$ cat src/rtl/video_timing_pkg.sv
// Shared types, 720p60 default timing and the phase decode used by both
// raster axes of the video timing generator.
package video_timing_pkg;

    typedef enum logic [1:0] {
        PH_ACTIVE,
        PH_FRONT,
        PH_SYNC,
        PH_BACK
    } phase_e;

    localparam int unsigned H_ACTIVE_720P = 1280;
    localparam int unsigned H_FP_720P     = 110;
    localparam int unsigned H_SYNC_720P   = 40;
    localparam int unsigned H_BP_720P     = 220;
    localparam int unsigned V_ACTIVE_720P = 720;
    localparam int unsigned V_FP_720P     = 5;
    localparam int unsigned V_SYNC_720P   = 5;
    localparam int unsigned V_BP_720P     = 20;
    localparam int unsigned CNT_BITS_720P = 12;

    // Sums are formed at 32 bits so the porch boundaries never truncate.
    function automatic phase_e axis_phase(input int unsigned count,
                                          input int unsigned active,
                                          input int unsigned fp,
                                          input int unsigned sync,
                                          input int unsigned bp);
        phase_e ph;
        if (count < active)
            ph = PH_ACTIVE;
        else if (count < active + fp)
            ph = PH_FRONT;
        else if (count < active + fp + sync)
            ph = PH_SYNC;
        else
            ph = PH_BACK;
        return ph;
    endfunction

endpackage

$ cat src/rtl/video_timing_gen_axis.sv
// One raster axis: wrapping position counter with its timing phase and an
// end-of-axis strobe that cascades into the next (slower) axis.
module timing_axis_counter
    import video_timing_pkg::*;
#(
    parameter int unsigned ACTIVE   = H_ACTIVE_720P,
    parameter int unsigned FP       = H_FP_720P,
    parameter int unsigned SYNC     = H_SYNC_720P,
    parameter int unsigned BP       = H_BP_720P,
    parameter int unsigned CNT_BITS = CNT_BITS_720P
) (
    input  logic                clk,
    input  logic                rst_n,
    input  logic                clr,
    input  logic                inc,
    output logic [CNT_BITS-1:0] count,
    output phase_e              phase,
    output logic                wrap
);

    localparam int unsigned         TOTAL = ACTIVE + FP + SYNC + BP;
    localparam logic [CNT_BITS-1:0] LAST  = CNT_BITS'(TOTAL - 1);

    assign wrap = inc && (count == LAST);

    always_comb begin
        phase = axis_phase(32'(count), ACTIVE, FP, SYNC, BP);
    end

    always_ff @(posedge clk or negedge rst_n) begin
        if (!rst_n)
            count <= '0;
        else if (clr)
            count <= '0;
        else if (inc)
            count <= wrap ? '0 : count + 1'b1;
    end

endmodule

$ cat src/rtl/video_timing_gen.sv
// Free-running progressive raster timing generator: registered sync, DE,
// coordinates and frame/line pulses, all aligned one clock after the counters.
module video_timing_gen
    import video_timing_pkg::*;
#(
    parameter int unsigned H_ACTIVE = H_ACTIVE_720P,
    parameter int unsigned H_FP     = H_FP_720P,
    parameter int unsigned H_SYNC   = H_SYNC_720P,
    parameter int unsigned H_BP     = H_BP_720P,
    parameter int unsigned V_ACTIVE = V_ACTIVE_720P,
    parameter int unsigned V_FP     = V_FP_720P,
    parameter int unsigned V_SYNC   = V_SYNC_720P,
    parameter int unsigned V_BP     = V_BP_720P,
    parameter bit          HS_POL   = 1'b1,
    parameter bit          VS_POL   = 1'b1,
    parameter int unsigned CNT_BITS = CNT_BITS_720P
) (
    input  logic                clk,
    input  logic                rst_n,
    input  logic                i_en,
    output logic                o_hsync,
    output logic                o_vsync,
    output logic                o_de,
    output logic [CNT_BITS-1:0] o_x,
    output logic [CNT_BITS-1:0] o_y,
    output logic                o_sof,
    output logic                o_eol
);

    localparam logic [CNT_BITS-1:0] H_LAST_ACTIVE = CNT_BITS'(H_ACTIVE - 1);

    logic [CNT_BITS-1:0] h_cnt;
    logic [CNT_BITS-1:0] v_cnt;
    phase_e              h_phase;
    phase_e              v_phase;
    logic                h_wrap;
    logic                unused_v_wrap;

    timing_axis_counter #(
        .ACTIVE   (H_ACTIVE),
        .FP       (H_FP),
        .SYNC     (H_SYNC),
        .BP       (H_BP),
        .CNT_BITS (CNT_BITS)
    ) u_h_axis (
        .clk   (clk),
        .rst_n (rst_n),
        .clr   (~i_en),
        .inc   (i_en),
        .count (h_cnt),
        .phase (h_phase),
        .wrap  (h_wrap)
    );

    timing_axis_counter #(
        .ACTIVE   (V_ACTIVE),
        .FP       (V_FP),
        .SYNC     (V_SYNC),
        .BP       (V_BP),
        .CNT_BITS (CNT_BITS)
    ) u_v_axis (
        .clk   (clk),
        .rst_n (rst_n),
        .clr   (~i_en),
        .inc   (h_wrap),
        .count (v_cnt),
        .phase (v_phase),
        .wrap  (unused_v_wrap)
    );

    logic                hsync_d, vsync_d, de_d, sof_d, eol_d;
    logic [CNT_BITS-1:0] x_d, y_d;

    // Dropping i_en drives the idle (reset) values on the same edge the
    // counters clear, so a restart always begins with a clean frame.
    always_comb begin
        hsync_d = ~HS_POL;
        vsync_d = ~VS_POL;
        de_d    = 1'b0;
        sof_d   = 1'b0;
        eol_d   = 1'b0;
        x_d     = '0;
        y_d     = '0;
        if (i_en) begin
            hsync_d = (h_phase == PH_SYNC) ? HS_POL : ~HS_POL;
            vsync_d = (v_phase == PH_SYNC) ? VS_POL : ~VS_POL;
            de_d    = (h_phase == PH_ACTIVE) && (v_phase == PH_ACTIVE);
            sof_d   = (h_cnt == '0) && (v_cnt == '0);
            eol_d   = (h_cnt == H_LAST_ACTIVE) && (v_phase == PH_ACTIVE);
            x_d     = h_cnt;
            y_d     = v_cnt;
        end
    end

    always_ff @(posedge clk or negedge rst_n) begin
        if (!rst_n) begin
            o_hsync <= ~HS_POL;
            o_vsync <= ~VS_POL;
            o_de    <= 1'b0;
            o_sof   <= 1'b0;
            o_eol   <= 1'b0;
            o_x     <= '0;
            o_y     <= '0;
        end else begin
            o_hsync <= hsync_d;
            o_vsync <= vsync_d;
            o_de    <= de_d;
            o_sof   <= sof_d;
            o_eol   <= eol_d;
            o_x     <= x_d;
            o_y     <= y_d;
        end
    end

endmodule

$ cat config.mk
export PLATFORM = sky130hd
export DESIGN_NAME = video_timing_gen
export DESIGN_NICKNAME = d
export VERILOG_FILES = /design/src/rtl/video_timing_pkg.sv /design/src/rtl/video_timing_gen_axis.sv /design/src/rtl/video_timing_gen.sv
export SDC_FILE = /design/constraint.sdc
export NUM_CORES = 1
export LEC_CHECK = 0
export BUFFER_PORTS_ARGS = -buffer_cell sky130_fd_sc_hd__buf_4
export CAP_MARGIN = 20
export CORE_ASPECT_RATIO = 0.5
export CORE_MARGIN = 4
export CORE_UTILIZATION = 40
export DETAILED_ROUTE_END_ITERATION = 8
export PLACE_DENSITY_LB_ADDON = 0.12
export SETUP_SLACK_MARGIN = 0.02
export SYNTH_ARGS = -nofsm -noshare
export SYNTH_HDL_FRONTEND = slang
export SYNTH_HIERARCHICAL = 1
export SYNTH_SLANG_ARGS = --single-unit
$ cat constraint.sdc
create_clock -name clk -period 3.25 [get_ports clk]
set_clock_uncertainty 0.1 [all_clocks]
set_input_delay 0.325 -clock clk [delete_from_list [all_inputs] [get_ports clk]]
set_output_delay 0.325 -clock clk [all_outputs]
set_load 0.01 [all_outputs]
==> results.yml <==
finish:
  multi_input_area_um2: 1220
  fin_nets: 283
  drive_above_1_share: 0.210
  syn_to_final_growth_pct: 17.4
  fill_cells: 582
  seq_area_um2: 1330
  antenna-diode-count: 0
grt:
  grt_pass1_vias: 1829
  grt_remaining_overflow: 0
  grt_start_max_net_pins: 54
  grtUsageTotal: 0.148
  grt_first_pass_wirelength_um: 9130
  antenna_found_initial: 0
sta:
  slew_violations: 0
  hold_viol: 0
  tightest_slew_ns: 0.654
  finalSetupViolations: 0
  rsz0062_at_grt: "no"
  timing.fmax_mhz: 373
  finalSetupTns_ns: 0
  min_period_ns: 2.68
  relSlewSlack: 0.564
  fin_crit_sh: 0.825
logic_synthesis:
  syn_nets: 254
  syn_avg_cell_area_um2: 10.8
  syn-cell-area_um2: 2650
  ys_warn_count: 6
  syn_inst: 246
drt:
  avgRoutedWirePerCell_um: 14.7
  viasPerCell: 5.19
  ant_nets: 0
  drc: 0
  first_iter_violations: 111
  finalWirelength_um: 5350
  first_pass_iters: 4
  vias: 1889
place:
  post-dp-hpwl_um: 3590
  portBuffers: 31
  gp_congestion: 0.837
clock_tree:
  clkTransAtPathRegs_ns: 0.06
  insertion_delay_ns: 0.29
  clock_sinks: 53
  clockRootBuffer: "clkbuf_16"
  htree_levels: 2
  cts_tree: "done"
  post_cts_buffers: 0
  cts_buffer_depth: 2
  cts_inserted_buffers: 5
  cts-resized-gates: 0
die:
  row_count: 20
  dieHeight_um: 65.5
  design.core.area_um2: 6230
  boundaryPins: 32
  die-area_um2: 8070
  die_w_um: 123
  start_util: 0.425
pwr:
  power_mw: 1.33
  total_leakage_power_nw: 1.43
  peakVddDrop_mv: 0.211
  p_per_area_nw_per_um2: 428
worst_setup_path:
  critPathKind: "reg2reg"
  cp_slowest_cell: "dfrtp_1"
  endpoint_kind: "flip-flop"
  crit_fanout: 14
  arrival_ns: 2.76
  critPathMaxStageDelay_ns: 0.47
  critPathBufInv: 2
  cp_cell_sequence: "inv_1, ha_1, or3b_1, or4_4, inv_1, o2111ai_2, nor4_4, xnor2_1, nor2_1"
  worstPathRequired_ns: 3.32
  path_common_cell: "inv_1"
  cpLargestDelayFamily: "simple AND/OR/NAND/NOR gates"
  start_kind: "flip-flop"
worst_hold_path:
  hp-class: "in2reg"
status:
  outcome: "finished, final reports clean"
flow_run:
  cap_violations: 0
stage by stage:
step,instances,cell area [um2],hold slack (ns),worst slack [ns],utilization
2_1_floorplan,246,2650,-0.0706,0.836,-
3_3_place_gp,355,2930,0.298,0.659,0.470
3_5_place_dp,355,2930,0.306,0.553,0.470
4_1_cts,364,3110,0.317,0.538,0.499
5_1_grt,364,3110,0.336,0.376,0.499
6_report,364,3110,0.317,0.568,0.499
sequential cells by signal, summed over array words and instances, names as in the netlist:
name / count
o_de: 1
o_eol: 1
o_hsync: 1
o_sof: 1
o_vsync: 1
o_x: 12
o_y: 12
u_h_axis/count: 12
u_v_axis/count: 12
cell type report:
type | instances | share of cell area
clock buffer | 7 | 0.0459
clock inverter | 1 | 0.00965
inverter | 9 | 0.0109
multi-input combinational | 174 | 0.394
sequential | 53 | 0.426
tap | 88 | 0.0354
timing repair buffer | 32 | 0.0780
cells in the final DEF, fill, tap and decap left out, drive strengths merged, types with 2 or more instances in the layout:
| cell type | count |
|---|---|
| dfrtp | 53 |
| buf | 31 |
| nor2 | 31 |
| and2 | 24 |
| nand2 | 15 |
| inv | 9 |
| xnor2 | 9 |
| nor4 | 9 |
| a21oi | 8 |
| nand4 | 7 |
| xor2 | 7 |
| nor3 | 7 |
| clkbuf | 7 |
| nand2b | 7 |
| o211ai | 6 |
| nand3 | 6 |
| ha | 5 |
| nor4b | 4 |
| nand3b | 4 |
| a31oi | 2 |
| o21ai | 2 |
| a21o | 2 |
| o2111ai | 2 |
| o31ai | 2 |
routing by layer:
layer	GRT usage	wire (um)
met1	0.195	2570
met2	0.235	2440
met3	0.0413	265
met4	0.0538	78
met5	0	0
worst min-delay path: cells and delay by family:
family                 cells  cell delay (ns)
buffers and inverters      1             0.22
AND/OR/NAND/NOR            2             0.13
final timing paths:
kind	end	depth (start not counted)	from	slack [ns]
max	u_v_axis/count[9]$_DFFE_PN0P_	9	u_h_axis/count[1]$_DFFE_PN0P_	0.57
min	o_hsync$_DFF_PN0_	3	i_en	0.32
max reg2reg	u_v_axis/count[9]$_DFFE_PN0P_	9	u_h_axis/count[1]$_DFFE_PN0P_	0.57
min reg2reg	o_y[11]$_DFF_PN0_	1	u_v_axis/count[11]$_DFFE_PN0P_	0.55
max in group asynchronous	o_y[8]$_DFF_PN0_	2	rst_n	2.11
min in group asynchronous	o_x[5]$_DFF_PN0_	2	rst_n	0.50
power by group:
group          internal [mW]  total, mW  switching, mW
clock                  0.385      0.613          0.228
sequential             0.664      0.670        0.00526
combinational         0.0168     0.0500         0.0332
what timing repair did:
item / in CTS / in global routing
hold buffers: 1 / 0
hold endpoints to repair: 53 / 0
setup endpoints to repair: 0 / 0
Note: power is estimated with default switching activity, not from simulation.
